**src/rtl/cond_pkg.sv**
```systemverilog
// Shared constants and types for the ID-stage conditional-execution controller.
package cond_pkg;

  localparam int unsigned FLAG_W = 4;
  localparam int unsigned COND_W = 4;

  localparam logic [COND_W-1:0] COND_EQ = 4'b0000;
  localparam logic [COND_W-1:0] COND_NE = 4'b0001;
  localparam logic [COND_W-1:0] COND_CS = 4'b0010;
  localparam logic [COND_W-1:0] COND_CC = 4'b0011;
  localparam logic [COND_W-1:0] COND_MI = 4'b0100;
  localparam logic [COND_W-1:0] COND_PL = 4'b0101;
  localparam logic [COND_W-1:0] COND_VS = 4'b0110;
  localparam logic [COND_W-1:0] COND_VC = 4'b0111;
  localparam logic [COND_W-1:0] COND_HI = 4'b1000;
  localparam logic [COND_W-1:0] COND_LS = 4'b1001;
  localparam logic [COND_W-1:0] COND_GE = 4'b1010;
  localparam logic [COND_W-1:0] COND_LT = 4'b1011;
  localparam logic [COND_W-1:0] COND_GT = 4'b1100;
  localparam logic [COND_W-1:0] COND_LE = 4'b1101;
  localparam logic [COND_W-1:0] COND_AL = 4'b1110;
  localparam logic [COND_W-1:0] COND_NV = 4'b1111;

  localparam int unsigned N_IDX = 3;
  localparam int unsigned Z_IDX = 2;
  localparam int unsigned C_IDX = 1;
  localparam int unsigned V_IDX = 0;

  typedef enum logic [1:0] {
    RUN   = 2'd0,
    WAIT  = 2'd1,
    FLUSH = 2'd2
  } state_e;

endpackage

```
**src/rtl/cond_eval.sv**
```systemverilog
// Combinational evaluation of a 4-bit condition field against {N,Z,C,V}.
module cond_eval
  import cond_pkg::*;
(
  input  logic [COND_W-1:0] cond,
  input  logic [FLAG_W-1:0] flags,
  output logic              pass
);

  logic w_n, w_z, w_c, w_v;

  assign w_n = flags[N_IDX];
  assign w_z = flags[Z_IDX];
  assign w_c = flags[C_IDX];
  assign w_v = flags[V_IDX];

  // LE intentionally uses the core-wide Z&(N!=V) encoding, not the inverse of GT.
  always_comb begin
    pass = 1'b0;
    case (cond)
      COND_EQ: pass = w_z;
      COND_NE: pass = !w_z;
      COND_CS: pass = w_c;
      COND_CC: pass = !w_c;
      COND_MI: pass = w_n;
      COND_PL: pass = !w_n;
      COND_VS: pass = w_v;
      COND_VC: pass = !w_v;
      COND_HI: pass = w_c && !w_z;
      COND_LS: pass = !w_c || w_z;
      COND_GE: pass = (w_n == w_v);
      COND_LT: pass = (w_n != w_v);
      COND_GT: pass = !w_z && (w_n == w_v);
      COND_LE: pass = w_z && (w_n != w_v);
      COND_AL: pass = 1'b1;
      COND_NV: pass = 1'b0;
      default: pass = 1'b0;
    endcase
  end

endmodule

```
**src/rtl/cond_issue_ctrl.sv**
```systemverilog
// ID-stage issue/squash/stall control with NZCV ownership, branch flush bubbles
// and saturating executed/squashed event counters.
module cond_issue_ctrl
  import cond_pkg::*;
#(
  parameter bit          FORWARD    = 1'b1,
  parameter int unsigned BR_BUBBLES = 2,
  parameter int unsigned CNT_W      = 16
) (
  input  logic              clk,
  input  logic              rst_n,
  input  logic              hold,
  input  logic              id_valid,
  input  logic [COND_W-1:0] id_cond,
  input  logic              id_branch,
  input  logic              exe_s,
  input  logic [FLAG_W-1:0] alu_flags,
  output logic [FLAG_W-1:0] sr,
  output logic              issue,
  output logic              squash,
  output logic              stall,
  output logic              flush_if,
  output logic [CNT_W-1:0]  exec_cnt,
  output logic [CNT_W-1:0]  squash_cnt
);

  localparam int unsigned       BUB_W    = 3;
  localparam logic [BUB_W-1:0]  BUB_LOAD = BUB_W'(BR_BUBBLES - 1);
  localparam logic [CNT_W-1:0]  CNT_MAX  = '1;

  state_e             r_state, w_state_nxt;
  logic [BUB_W-1:0]   r_bub, w_bub_nxt;
  logic [FLAG_W-1:0]  r_sr;
  logic [CNT_W-1:0]   r_exec, r_squash;
  logic [FLAG_W-1:0]  w_flags;
  logic               w_pass;
  logic               w_exec_inc, w_squash_inc;

  // WAIT is only reachable with FORWARD=0, so it always sees sr here.
  assign w_flags = (FORWARD && exe_s) ? alu_flags : r_sr;

  cond_eval u_eval (
    .cond  (id_cond),
    .flags (w_flags),
    .pass  (w_pass)
  );

  // Next-state and per-cycle decision; all outputs forced low while in reset.
  always_comb begin
    w_state_nxt  = r_state;
    w_bub_nxt    = r_bub;
    issue        = 1'b0;
    squash       = 1'b0;
    stall        = 1'b0;
    flush_if     = 1'b0;
    w_exec_inc   = 1'b0;
    w_squash_inc = 1'b0;
    if (!rst_n) begin
      w_state_nxt = RUN;
    end else if (hold) begin
      stall = 1'b1;
    end else begin
      case (r_state)
        RUN, WAIT: begin
          w_state_nxt = RUN;
          if (id_valid) begin
            if (!FORWARD && exe_s && (id_cond != COND_AL) && (r_state == RUN)) begin
              stall       = 1'b1;
              w_state_nxt = WAIT;
            end else if (w_pass) begin
              issue      = 1'b1;
              w_exec_inc = 1'b1;
              if (id_branch) begin
                flush_if  = 1'b1;
                w_bub_nxt = BUB_LOAD;
                if (BR_BUBBLES > 1) w_state_nxt = FLUSH;
              end
            end else begin
              squash       = 1'b1;
              w_squash_inc = 1'b1;
            end
          end
        end
        FLUSH: begin
          flush_if  = 1'b1;
          w_bub_nxt = r_bub - BUB_W'(1);
          if (r_bub == BUB_W'(1)) w_state_nxt = RUN;
        end
        default: w_state_nxt = RUN;
      endcase
    end
  end

  always_ff @(posedge clk or negedge rst_n) begin
    if (!rst_n) begin
      r_state  <= RUN;
      r_bub    <= '0;
      r_sr     <= '0;
      r_exec   <= '0;
      r_squash <= '0;
    end else begin
      if (!hold) begin
        r_state <= w_state_nxt;
        r_bub   <= w_bub_nxt;
      end
      if (exe_s && !hold) r_sr <= alu_flags;
      if (w_exec_inc && (r_exec != CNT_MAX)) r_exec <= r_exec + CNT_W'(1);
      if (w_squash_inc && (r_squash != CNT_MAX)) r_squash <= r_squash + CNT_W'(1);
    end
  end

  assign sr         = r_sr;
  assign exec_cnt   = r_exec;
  assign squash_cnt = r_squash;

endmodule

```
**config.mk**
```make
export PLATFORM = sky130hd
export DESIGN_NAME = cond_issue_ctrl
export DESIGN_NICKNAME = d
export VERILOG_FILES = /design/src/rtl/cond_pkg.sv /design/src/rtl/cond_eval.sv /design/src/rtl/cond_issue_ctrl.sv
export SDC_FILE = /design/constraint.sdc
export NUM_CORES = 1
export LEC_CHECK = 0
export CORE_MARGIN = 5
export CORE_UTILIZATION = 44
export CTS_CLUSTER_DIAMETER = 30
export CTS_CLUSTER_SIZE = 24
export DETAILED_ROUTE_END_ITERATION = 12
export DONT_BUFFER_PORTS = 1
export SLEW_MARGIN = 40
export SYNTH_ARGS = -nofsm -noshare
export SYNTH_HDL_FRONTEND = slang
export SYNTH_HIERARCHICAL = 1
export SYNTH_SLANG_ARGS = --single-unit
```
**constraint.sdc**
```tcl
create_clock -name clk -period 2.8 [get_ports clk]
set_input_delay 0.42 -clock clk [delete_from_list [all_inputs] [get_ports clk]]
set_output_delay 0.42 -clock clk [all_outputs]
set_load 0.005 [all_outputs]
```
[After elaboration in Yosys (flattened, before gate mapping)]
Cells that the tools add are included.
Cells by class
  shifts and indexed selects: 0
  $mul: 0
  add/subtract/negate cells: 3
  magnitude comparators: 0
  multiplexer cells: 30
  div/mod/pow operators: 0
  bitwise operators: 1
  reduce and logical (&&, ||, !) cells: 18
  equality and inequality tests: 26
Operators with widths (number)
  16-bit by 1-bit adder with 16-bit output, second input constant: 2
  4-bit equality test, second input constant: 8
  16-bit != test, second input constant: 2
  1-bit 2-to-1 mux: 17
  4-bit by 3-bit equality test with 1-bit output, second input constant: 4
  1-bit case mux with 16 select lines: 1
  2-bit 2-to-1 mux: 5
  3-bit 2-to-1 mux: 3
  4-bit by 2-bit equality test with 1-bit output, second input constant: 2
  1-bit logical AND: 6
  3-bit case mux with 2 select lines: 1
  6-bit AND reduction: 1
  1-bit zero test: 5
  4-bit by 1-bit equality test with 1-bit output, second input constant: 1
  4-bit zero test: 1
  4-bit 2-to-1 mux: 1
  2-bit != test, second input constant: 2
  2-bit case mux with 2 select lines: 1
  3-bit by 1-bit equality test with 1-bit output, second input constant: 1
  3-bit != test, second input constant: 1
  3-bit by 1-bit subtractor with 3-bit output, second input constant: 1
  2-bit by 1-bit equality test with 1-bit output, second input constant: 1
  2-bit equality test, second input constant: 1
  2-bit zero test: 1
  9 further kinds: 9
Word-level totals
  bits in latches: 0
  memories: 0
  RAM bits: 0
  output and inout port bits: 40
  register bits: 41
  bits in read-only memories: 0
  input port bits: 14

[Logic depth before layout (Yosys ltp)]
Gate-level depths: netlist of the first run.
  depth in word-level cells: 10
  mapped depth: 12
  mapped depth without buffers: 11

[By module]
Netlist of the first run, hierarchy kept.
Modules (own cells, without submodules)
  cond_issue_ctrl: area each 2124.5 µm², times used 1, cells an instance 190
  cond_eval: area each 235.2 µm², times used 1, cells an instance 35

[Worst setup path after synthesis of the first run]
Ideal clock, no wire load.
  path kind: input -> register
  start point: input port exe_s
  end point: register r_exec[1], in the netlist exec_cnt[1]
  buffers on the path: 1
  data required time: 2.672 ns
  cell stages on the path: 10
  library setup time: 0.128 ns
  setup slack: 0.139 ns
  arrival time: 2.533 ns
  cell sequence: mux2_2 > or3_1 > a21oi_1 > o21ai_1 > nand4_1 > inv_1 > or2_0 > buf_6 > nor2_2 > mux2_1
On the way
  cells in the longest elaborated chain, start to end: 10
  elaborated cells between the ends (all ways): 18
  those cells by class: eq/ne (2); mux (7); reduce/logical (9)
Ends and longest elaborated chain
  start, declared: RTL line cond_issue_ctrl.sv:16  | input logic exe_s,
  4-bit 2-to-1 mux *: RTL line cond_issue_ctrl.sv:40  | assign w_flags = (FORWARD && exe_s) ? alu_flags : r_sr;
  1-bit != test, or another cell as far along: RTL line cond_eval.sv:32, cond_eval.sv:34
  1-bit logical AND, or another cell as far along: RTL line cond_eval.sv:34  | COND_LE: pass = w_z && (w_n != w_v);
  1-bit case mux with 16 select lines *: RTL line cond_eval.sv:20  | case (cond)
  named net w_pass: RTL line cond_issue_ctrl.sv:36  | logic w_pass;
  1-bit 2-to-1 mux *: RTL line cond_issue_ctrl.sv:70  | end else if (w_pass) begin
  1-bit 2-to-1 mux *: RTL line cond_issue_ctrl.sv:66  | if (id_valid) begin
  1-bit 2-to-1 mux *: RTL line cond_issue_ctrl.sv:63  | case (r_state)
  1-bit 2-to-1 mux *: RTL line cond_issue_ctrl.sv:60  | end else if (hold) begin
  1-bit 2-to-1 mux *: RTL line cond_issue_ctrl.sv:58  | if (!rst_n) begin
  1-bit logical AND *: RTL line cond_issue_ctrl.sv:107  | if (w_exec_inc && (r_exec != CNT_MAX)) r_exec <= r_exec + CNT_W'(1);
  end signal, assigned: RTL line cond_issue_ctrl.sv:107
  end, declared: RTL line cond_issue_ctrl.sv:34  | logic [CNT_W-1:0] r_exec, r_squash;
The timed path passes the listed nets; every way through them passes the cells marked *.
A chain may end at the register's enable or synchronous reset.

[Worst setup path after layout of the first run]
  start point: register r_sr[3], in the netlist sr[3]
  end point: output port flush_if
On the way
  cells in the longest elaborated chain, start to end: 9
  elaborated cells between the ends (all ways): 12
  those cells by class: eq/ne (2); mux (7); reduce/logical (3)
Ends and longest elaborated chain
  start, declared: RTL line cond_issue_ctrl.sv:33  | logic [FLAG_W-1:0] r_sr;
  start signal, assigned: RTL line cond_issue_ctrl.sv:106  | if (exe_s && !hold) r_sr <= alu_flags;
  4-bit 2-to-1 mux *: RTL line cond_issue_ctrl.sv:40
  named net w_flags[3]: RTL line cond_issue_ctrl.sv:35  | logic [FLAG_W-1:0] w_flags;
  1-bit != test / 1-bit equality test (equally long branches)
  1-bit logical AND (on tied branches): RTL line cond_eval.sv:34, cond_eval.sv:33
  1-bit case mux with 16 select lines *: RTL line cond_eval.sv:20
  named net w_pass: RTL line cond_issue_ctrl.sv:36
  1-bit 2-to-1 mux *: RTL line cond_issue_ctrl.sv:70
  1-bit 2-to-1 mux *: RTL line cond_issue_ctrl.sv:66
  1-bit case mux with 2 select lines *: RTL line cond_issue_ctrl.sv:63
  1-bit 2-to-1 mux *: RTL line cond_issue_ctrl.sv:60
  1-bit 2-to-1 mux *: RTL line cond_issue_ctrl.sv:58
  end, declared: RTL line cond_issue_ctrl.sv:22  | output logic flush_if,
Marks and branches as above.

==> insert_results.sql, run 1 <==
INSERT INTO impl_metrics (metric_group, metric, value, unit) VALUES
('power_and_ir_drop', 'p_leak', '1.15', 'nW'),
('min_path', 'min_from', 'id_branch', ''),
('place', 'hpwl', '3.60', 'mm'),
('logic_synthesis', 'synth_edf_count', '0', ''),
('logic_synthesis', 'synth_nets', '243', ''),
('logic_synthesis', 'synthAdderAreaFrac', '2.12', '%'),
('routing', 'antenna_left', '0', ''),
('cells_and_area', 'final_cells', '305', ''),
('routing', 'via_per_inst', '5.76', ''),
('global_routing', 'grt_max_degree', '41', ''),
('logic_synthesis', 'synth_xor_area_share', '7.79', '%'),
('sta', 'finalCritPeriodShare', '95.5', '%'),
('min_path', 'min-delay-path-class', 'input pin to flop', ''),
('run_status', 'status', 'finished clean', ''),
('sta', 'maxSlewViolCount', '0', ''),
('die', 'die_w', '83.2', 'um'),
('setup_path', 'regToRegEndpoint', 'squash_cnt[9]$_DFFE_PN0P_', ''),
('sta', 'hold_viol_final', '0', ''),
('power_and_ir_drop', 'peakVddDrop', '300', 'uV'),
('routing', 'drc', '0', ''),
('sta', 'final.setup_skew', '0.00521', 'ns'),
('logic_synthesis', 'count_of_mapped_cells_out_of_synthesis', '225', ''),
('setup_path', 'r2r.worst_path.cells', '11', ''),
('cts', 'h-tree-depth', '2', ''),
('global_routing', 'gr-usage-met3', '6.14', '%'),
('setup_path', 'cp_data_arrival_time', '2.26', 'ns'),
('global_routing', 'grtUsageTotal', '14.9', '%'),
('setup_path', 'type_of_the_worst_setup_path', 'flop to output port', ''),
('setup_path', 'regToRegStartpoint', 'sr[3]$_DFFE_PN0P_', ''),
('global_routing', 'first_pass_grt_wire_length', '8.51', 'mm'),
('cells_and_area', 'final_core_utilization', '51.0', '%'),
('sta', 'final_period_minus_worst_setup_slack', '2.68', 'ns'),
('power_and_ir_drop', 'power_density', '577', 'nW/um^2'),
('logic_synthesis', 'synth_cell_types', '53', ''),
('logic_synthesis', 'async_reset_ff_share', '100', '%'),
('logic_synthesis', 'synth_warnings', '6', ''),
('run', 'drv.max_cap_violation_count', '0', ''),
('sta', 'setup_viol', '0', ''),
('global_routing', 'grt_overflow_total', '0', ''),
('place', 'gp_routability_congestion', '0.792', ''),
('sta', 'fin_worst_hold_slack', '0.212', 'ns'),
('global_routing', 'grt.busiest_layer', 'met2', ''),
('cts', 'cts_made_buffers', '5', ''),
('sta', 'max_slew.worst_pin.slew', '0.479', 'ns'),
('global_routing', 'number_of_global_route_vias_before_repair', '1700', ''),
('min_path', 'whs_endpoint', 'r_bub[2]$_DFFE_PN0P_', ''),
('routing', 'vias_after_detailed_routing', '1756', ''),
('die', 'floorplan.die_area', '6930', 'um^2'),
('logic_synthesis', 'synthSimpleGateAreaFrac', '26.6', '%'),
('setup_path', 'timing.critical_path.to_type', 'output port', ''),
('cts', 'clock_tree_root_buffer_cell', 'sky130_fd_sc_hd__clkbuf_8', ''),
('routing', 'drt_iter0_markers', '40', ''),
('routing', 'wl', '5.08', 'mm'),
('logic_synthesis', 'yosys-mux-area-fraction', '7.16', '%'),
('logic_synthesis', 'synth_flop_cell', 'sky130_fd_sc_hd__dfrtp_1', ''),
('logic_synthesis', 'synth.largest_area_cell', 'sky130_fd_sc_hd__dfrtp_1', ''),
('die', 'design.core.area', '5170', 'um^2'),
('cells_and_area', 'layout-area-overhead-vs-synth', '11.7', '%'),
('global_routing', 'grt.met2_usage', '22.2', '%'),
('logic_synthesis', 'synth_top_cells_by_area', 'sky130_fd_sc_hd__dfrtp_1 42%, sky130_fd_sc_hd__mux2_2 4.8%, sky130_fd_sc_hd__nand4_1 4.2%, sky130_fd_sc_hd__xnor2_1 4.1%, sky130_fd_sc_hd__xor2_1 3.7%', ''),
('setup_path', 'critPathRequiredTime', '2.38', 'ns'),
('logic_synthesis', 'synthesized_flop_and_latch_total', '40', ''),
('cells_and_area', 'num-nets-final', '252', ''),
('cells_and_area', 'drive_gt1_share', '20.0', '%'),
('die', 'rows', '26', ''),
('cts', 'worstSkewPairLatency', '0.29', 'ns'),
('routing', 'avgRoutedWirePerCell', '16.7', 'um'),
('logic_synthesis', 'synth_top_family_by_area', 'simple AND/OR/NAND/NOR gates', ''),
('logic_synthesis', 'synth_area', '2360', 'um^2'),
('die', 'initial_core_util', '45.6', '%'),
('logic_synthesis', 'syn_avg_cell_area', '10.5', 'um^2');
[worst max path at each step]
stage | startpoint | to | slack, ns | depth (start not counted)
floorplan | exe_s | exec_cnt[1]$_DFFE_PN0P_ | 0.14 | 10
global placement | exe_s | issue | 0.21 | 10
detailed placement | exe_s | issue | 0.20 | 10
CTS | sr[3]$_DFFE_PN0P_ | flush_if | 0.03 | 10
global route | sr[3]$_DFFE_PN0P_ | flush_if | -0.03 | 10
finish | sr[3]$_DFFE_PN0P_ | flush_if | 0.12 | 10
[synthesized netlist by cell type (2+ instances only)]
library cell and count:
sky130_fd_sc_hd__a21boi_0 2, sky130_fd_sc_hd__a21oi_1 15, sky130_fd_sc_hd__a31oi_1 3, sky130_fd_sc_hd__a41oi_1 3, sky130_fd_sc_hd__and2_1 2, sky130_fd_sc_hd__and3_1 7, sky130_fd_sc_hd__and4_1 5, sky130_fd_sc_hd__buf_6 3
sky130_fd_sc_hd__dfrtp_1 40, sky130_fd_sc_hd__ha_1 4, sky130_fd_sc_hd__inv_1 9, sky130_fd_sc_hd__mux2_2 10, sky130_fd_sc_hd__mux2i_1 3, sky130_fd_sc_hd__nand2_1 6, sky130_fd_sc_hd__nand2b_1 3, sky130_fd_sc_hd__nand3_1 17
sky130_fd_sc_hd__nand4_1 16, sky130_fd_sc_hd__nor2_1 7, sky130_fd_sc_hd__nor2b_1 3, sky130_fd_sc_hd__nor3_1 5, sky130_fd_sc_hd__nor3b_1 2, sky130_fd_sc_hd__nor4_1 2, sky130_fd_sc_hd__nor4_2 2, sky130_fd_sc_hd__nor4_4 3
sky130_fd_sc_hd__o21a_1 2, sky130_fd_sc_hd__o21ai_0 5, sky130_fd_sc_hd__xnor2_1 11, sky130_fd_sc_hd__xor2_1 10
[metrics by stage]
| step | setup WS [ns] | power [W] | area [um^2] |
|---|---|---|---|
| 3_5_place_dp | 0.202 | 0.00103 | 2430 |
| 5_1_grt | -0.0276 | 0.00162 | 2640 |
| 6_report | 0.125 | 0.00152 | 2640 |
| 2_1_floorplan | 0.139 | 0.000965 | 2360 |
| 4_1_cts | 0.0265 | 0.00152 | 2570 |
| 3_3_place_gp | 0.215 | 0.00103 | 2430 |
[state kept, by name, indices dropped and copies added (netlist names)]
register and cells:
r_bub 3, sr 4, exec_cnt 16, squash_cnt 16, r_state 1
[area by class of cell]
type / instances / area [um^2]
Multi-Input combinational cell: 169 / 1320
Sequential cell: 40 / 1000
Clock buffer: 6 / 72.6
Clock inverter: 2 / 35.0
Timing Repair Buffer: 8 / 78.8
Inverter: 10 / 45.0
Fill cell: 472 / 2540
Tap cell: 70 / 87.6
[logic make-up (layout without fill, tap and decap cells)]
| family | Yosys count | after routing |
|---|---|---|
| simple gates | 91 | 91 |
| flops | 40 | 40 |
| compound gates | 38 | 38 |
| xor+xnor | 21 | 21 |
| buf+inv | 16 | 26 |
| mux | 15 | 15 |
| fa+ha+maj | 4 | 4 |
[metal layers]
| metal | vias up | wire length [um] |
|---|---|---|
| met5 | - | 0 |
| met4 | 0 | 72 |
| met3 | 7 | 427 |
| met2 | 51 | 2290 |
| met1 | 839 | 2290 |
| li1 | 859 | - |
[report_power, final]
part	switching (W)	internal, W
Combinational	0.000128	0.000138
Clock	0.000204	0.000265
Sequential	0.000126	0.000661
[repair_timing]
action | in CTS | in global routing
endpoints found under the setup margin | 2 | 3
endpoints found under the hold margin | 40 | 0
setup buffers | 0 | 1
gates resized for setup | 2 | 16
pin swaps | 0 | 5
hold buffers | 2 | 0
[critical path, cell delays in order, from the launching register on]
cell and delay [ns]:
sky130_fd_sc_hd__dfrtp_1 0.41, sky130_fd_sc_hd__mux2_4 0.32, sky130_fd_sc_hd__and3b_2 0.22, sky130_fd_sc_hd__o21ai_2 0.12
sky130_fd_sc_hd__a21oi_2 0.07, sky130_fd_sc_hd__o21ai_1 0.12, sky130_fd_sc_hd__nand4_1 0.16, sky130_fd_sc_hd__buf_6 0.17
sky130_fd_sc_hd__and3_4 0.16, sky130_fd_sc_hd__o21ai_4 0.16, sky130_fd_sc_hd__inv_2 0.06
[cells in the final DEF, fill, tap and decap left out, types with 3 or more instances in the layout]
cell                        n
sky130_fd_sc_hd__xor2_1    10
sky130_fd_sc_hd__and4_1     5
sky130_fd_sc_hd__nor2_1     7
sky130_fd_sc_hd__a41oi_1    3
sky130_fd_sc_hd__ha_1       4
sky130_fd_sc_hd__nor2b_1    3
sky130_fd_sc_hd__nand2b_1   3
sky130_fd_sc_hd__nand3_1   17
sky130_fd_sc_hd__nand2_1    6
sky130_fd_sc_hd__and3_1     6
sky130_fd_sc_hd__xnor2_1   10
sky130_fd_sc_hd__mux2_2     8
sky130_fd_sc_hd__mux2_4     3
sky130_fd_sc_hd__nor3_1     5
sky130_fd_sc_hd__clkbuf_8   5
sky130_fd_sc_hd__inv_1      7
sky130_fd_sc_hd__nand4_1   16
sky130_fd_sc_hd__mux2i_1    3
sky130_fd_sc_hd__a31oi_1    3
sky130_fd_sc_hd__buf_4      5
sky130_fd_sc_hd__dfrtp_1   40
sky130_fd_sc_hd__o21ai_0    3
sky130_fd_sc_hd__nor4_4     3
sky130_fd_sc_hd__a21oi_1   13
Power figures use the tool's default switching activity.
==> run 2: changes to the inputs <==
--- a/config.mk
+++ b/config.mk
@@ -11,7 +11,8 @@
 export CTS_CLUSTER_SIZE = 24
 export DETAILED_ROUTE_END_ITERATION = 12
 export DONT_BUFFER_PORTS = 1
-export SLEW_MARGIN = 40
+export SKIP_CTS_REPAIR_TIMING = 1
+export SLEW_MARGIN = 20
 export SYNTH_ARGS = -nofsm -noshare
 export SYNTH_HDL_FRONTEND = slang
 export SYNTH_HIERARCHICAL = 1
==> insert_results.sql, run 2 (synthesized netlist as in run 1, its figures left out) <==
INSERT INTO impl_metrics (metric_group, metric, value, unit) VALUES
('die', 'io_pins', '54', ''),
('power_and_ir_drop', 'p_leak', '1.15', 'nW'),
('routing', 'wl', '5.03', 'mm'),
('global_routing', 'grt_overflow_total', '0', ''),
('sta', 'max_slew.worst_pin.slew', '0.479', 'ns'),
('die', 'floorplan.die_area', '6930', 'um^2'),
('cells_and_area', 'drive_gt1_share', '19.6', '%'),
('die', 'rows', '26', ''),
('setup_path', 'timing.critical_path.to_type', 'output port', ''),
('global_routing', 'initial_antenna_violation_count', '0', ''),
('sta', 'max_clock_freq', '374', 'MHz'),
('cells_and_area', 'final_common_cell', 'sky130_fd_sc_hd__dfrtp_1', ''),
('die', 'die_height', '83.2', 'um'),
('global_routing', 'grt_max_degree', '45', ''),
('cts', 'max-clock-path-buffers', '2', ''),
('place', 'gp_routability_congestion', '0.792', ''),
('setup_path', 'r2r.worst_path.cells', '11', ''),
('global_routing', 'grtUsageTotal', '14.5', '%'),
('routing', 'avgRoutedWirePerCell', '16.5', 'um'),
('die', 'initial_core_util', '45.6', '%'),
('setup_path', 'critPathRequiredTime', '2.38', 'ns'),
('global_routing', 'number_of_global_route_vias_before_repair', '1690', ''),
('min_path', 'min-delay-path-class', 'input pin to flop', ''),
('run', 'drv.max_cap_violation_count', '0', ''),
('sta', 'final.setup_skew', '0.00519', 'ns'),
('setup_path', 'regToRegStartpoint', 'sr[3]$_DFFE_PN0P_', ''),
('die', 'die_w', '83.2', 'um'),
('min_path', 'worstHoldPathCells', '1', ''),
('sta', 'hold_viol_final', '0', ''),
('sta', 'postLayoutSetupSlackWorst', '0.124', 'ns'),
('run_status', 'status', 'finished clean', ''),
('global_routing', 'first_pass_grt_wire_length', '8.34', 'mm'),
('sta', 'totalNegativeSetupSlack', '0', 'ns'),
('cts', 'cts_made_buffers', '5', ''),
('routing', 'drt_pre_antenna_iters', '4', ''),
('cts', 'clk_pin_slew', '0.08', 'ns'),
('routing', 'antenna_left', '0', ''),
('routing', 'via_per_inst', '5.74', ''),
('place', 'io_buffer_count', '0', ''),
('sta', 'setup_viol', '0', ''),
('cells_and_area', 'n_antenna_cell', '0', ''),
('sta', 'timing.slew.headroom', '67.8', '%'),
('place', 'placement.setup.worst_slack', '0.202', 'ns'),
('cells_and_area', 'layout_common_cells', '40 x sky130_fd_sc_hd__dfrtp_1, 17 x sky130_fd_sc_hd__nand3_1, 16 x sky130_fd_sc_hd__nand4_1', ''),
('cells_and_area', 'n_fill_cell', '466', ''),
('cts', 'clkSinkCount', '40', ''),
('sta', 'finalCritPeriodShare', '95.6', '%'),
('power_and_ir_drop', 'power_density', '576', 'nW/um^2'),
('power_and_ir_drop', 'peakVddDrop', '300', 'uV'),
('setup_path', 'rrSetupSlack', '0.16', 'ns'),
('routing', 'vias_after_detailed_routing', '1751', ''),
('setup_path', 'critical_path.max_fanout', '5', ''),
('setup_path', 'regToRegEndpoint', 'squash_cnt[15]$_DFFE_PN0P_', ''),
('die', 'design.core.area', '5170', 'um^2'),
('routing', 'drt_iter0_markers', '39', ''),
('cells_and_area', 'layout-area-overhead-vs-synth', '11.8', '%'),
('sta', 'maxSlewViolCount', '0', ''),
('sta', 'final_period_minus_worst_setup_slack', '2.68', 'ns'),
('place', 'hpwl', '3.60', 'mm'),
('min_path', 'whs_endpoint', 'r_bub[2]$_DFFE_PN0P_', ''),
('cts', 'h-tree-depth', '2', ''),
('min_path', 'min_from', 'id_branch', ''),
('cts', 'tritoncts_clock_tree', 'done', ''),
('setup_path', 'cp_data_arrival_time', '2.26', 'ns'),
('setup_path', 'type_of_the_worst_setup_path', 'flop to output port', ''),
('cells_and_area', 'num-nets-final', '252', ''),
('setup_path', 'startpoint_type', 'flop', ''),
('cts', 'worstSkewPairLatency', '0.29', 'ns'),
('routing', 'drc', '0', ''),
('cts', 'clock_tree_root_buffer_cell', 'sky130_fd_sc_hd__clkbuf_8', '');
-- run 2: worst max path at each step --
stage / start / endpoint / slack (ns) / cells after the start
3_5_place_dp: exe_s / issue / 0.20 / 10
6_report: sr[3]$_DFFE_PN0P_ / flush_if / 0.12 / 10
2_1_floorplan: exe_s / exec_cnt[1]$_DFFE_PN0P_ / 0.14 / 10
3_3_place_gp: exe_s / issue / 0.21 / 10
4_1_cts: sr[3]$_DFFE_PN0P_ / issue / -0.06 / 10
5_1_grt: sr[3]$_DFFE_PN0P_ / flush_if / -0.03 / 10
-- run 2: area by class of cell --
class                           count  area (um^2)  share of cell area [%]
Inverter                           10         45.0                    1.71
Timing Repair Buffer                8         86.3                    3.27
Clock buffer                        6         72.6                    2.75
Multi-Input combinational cell    169         1310                    49.7
Clock inverter                      2         35.0                    1.33
Tap cell                           70         87.6                    3.32
Sequential cell                    40         1000                    37.9
-- run 2: critical path, cell delays in order, from the launching register on --
cell                      delay, ns
sky130_fd_sc_hd__dfrtp_1       0.41
sky130_fd_sc_hd__mux2_4        0.32
sky130_fd_sc_hd__and3b_2       0.22
sky130_fd_sc_hd__o21ai_2       0.13
sky130_fd_sc_hd__a21oi_2       0.07
sky130_fd_sc_hd__o21ai_1       0.12
sky130_fd_sc_hd__nand4_1       0.16
sky130_fd_sc_hd__buf_6         0.17
sky130_fd_sc_hd__and3_4        0.16
sky130_fd_sc_hd__o21ai_4       0.16
sky130_fd_sc_hd__inv_2         0.06
-- run 2: report_power, final --
group	switching, W	total (W)	leakage [nW]	internal [W]
registers	0.000126	0.000786	0.522	0.000661
logic	0.000128	0.000267	0.575	0.000139
clock network	0.000202	0.000467	0.0552	0.000265
-- run 2: routing by layer --
metal  part of all wire [%]  vias to the layer above  GRT usage, %  routed length [um]
li1                       -                      860             -                   -
met3                    8.6                        7          6.24                 432
met1                     46                      840          19.0                2320
met4                    1.3                        0          4.16                  63
met5                      0                        -             0                   0
met2                     44                       44          21.8                2220
-- run 2: stage by stage --
stage	total power, W	hold WS (ns)	std cells	cell area [um^2]	utilization (%)
after CTS	0.00150	-0.193	302	2540	49.2
final	0.00152	0.213	305	2640	51.0
after global placement	0.00103	0.126	294	2430	47.1
after detailed placement	0.00103	0.126	294	2430	47.1
after global routing	0.00162	0.194	305	2640	51.0
after floorplan	0.000965	0.124	225	2360	-
==> run 3: changes to the inputs <==
--- a/config.mk
+++ b/config.mk
@@ -7,7 +7,7 @@
 export LEC_CHECK = 0
 export CORE_MARGIN = 5
 export CORE_UTILIZATION = 44
-export CTS_CLUSTER_DIAMETER = 30
+export CTS_CLUSTER_DIAMETER = 120
 export CTS_CLUSTER_SIZE = 24
 export DETAILED_ROUTE_END_ITERATION = 12
 export DONT_BUFFER_PORTS = 1
==> results of run 3 <==
The final DEF is identical to that of run 2; final timing and power are the same.
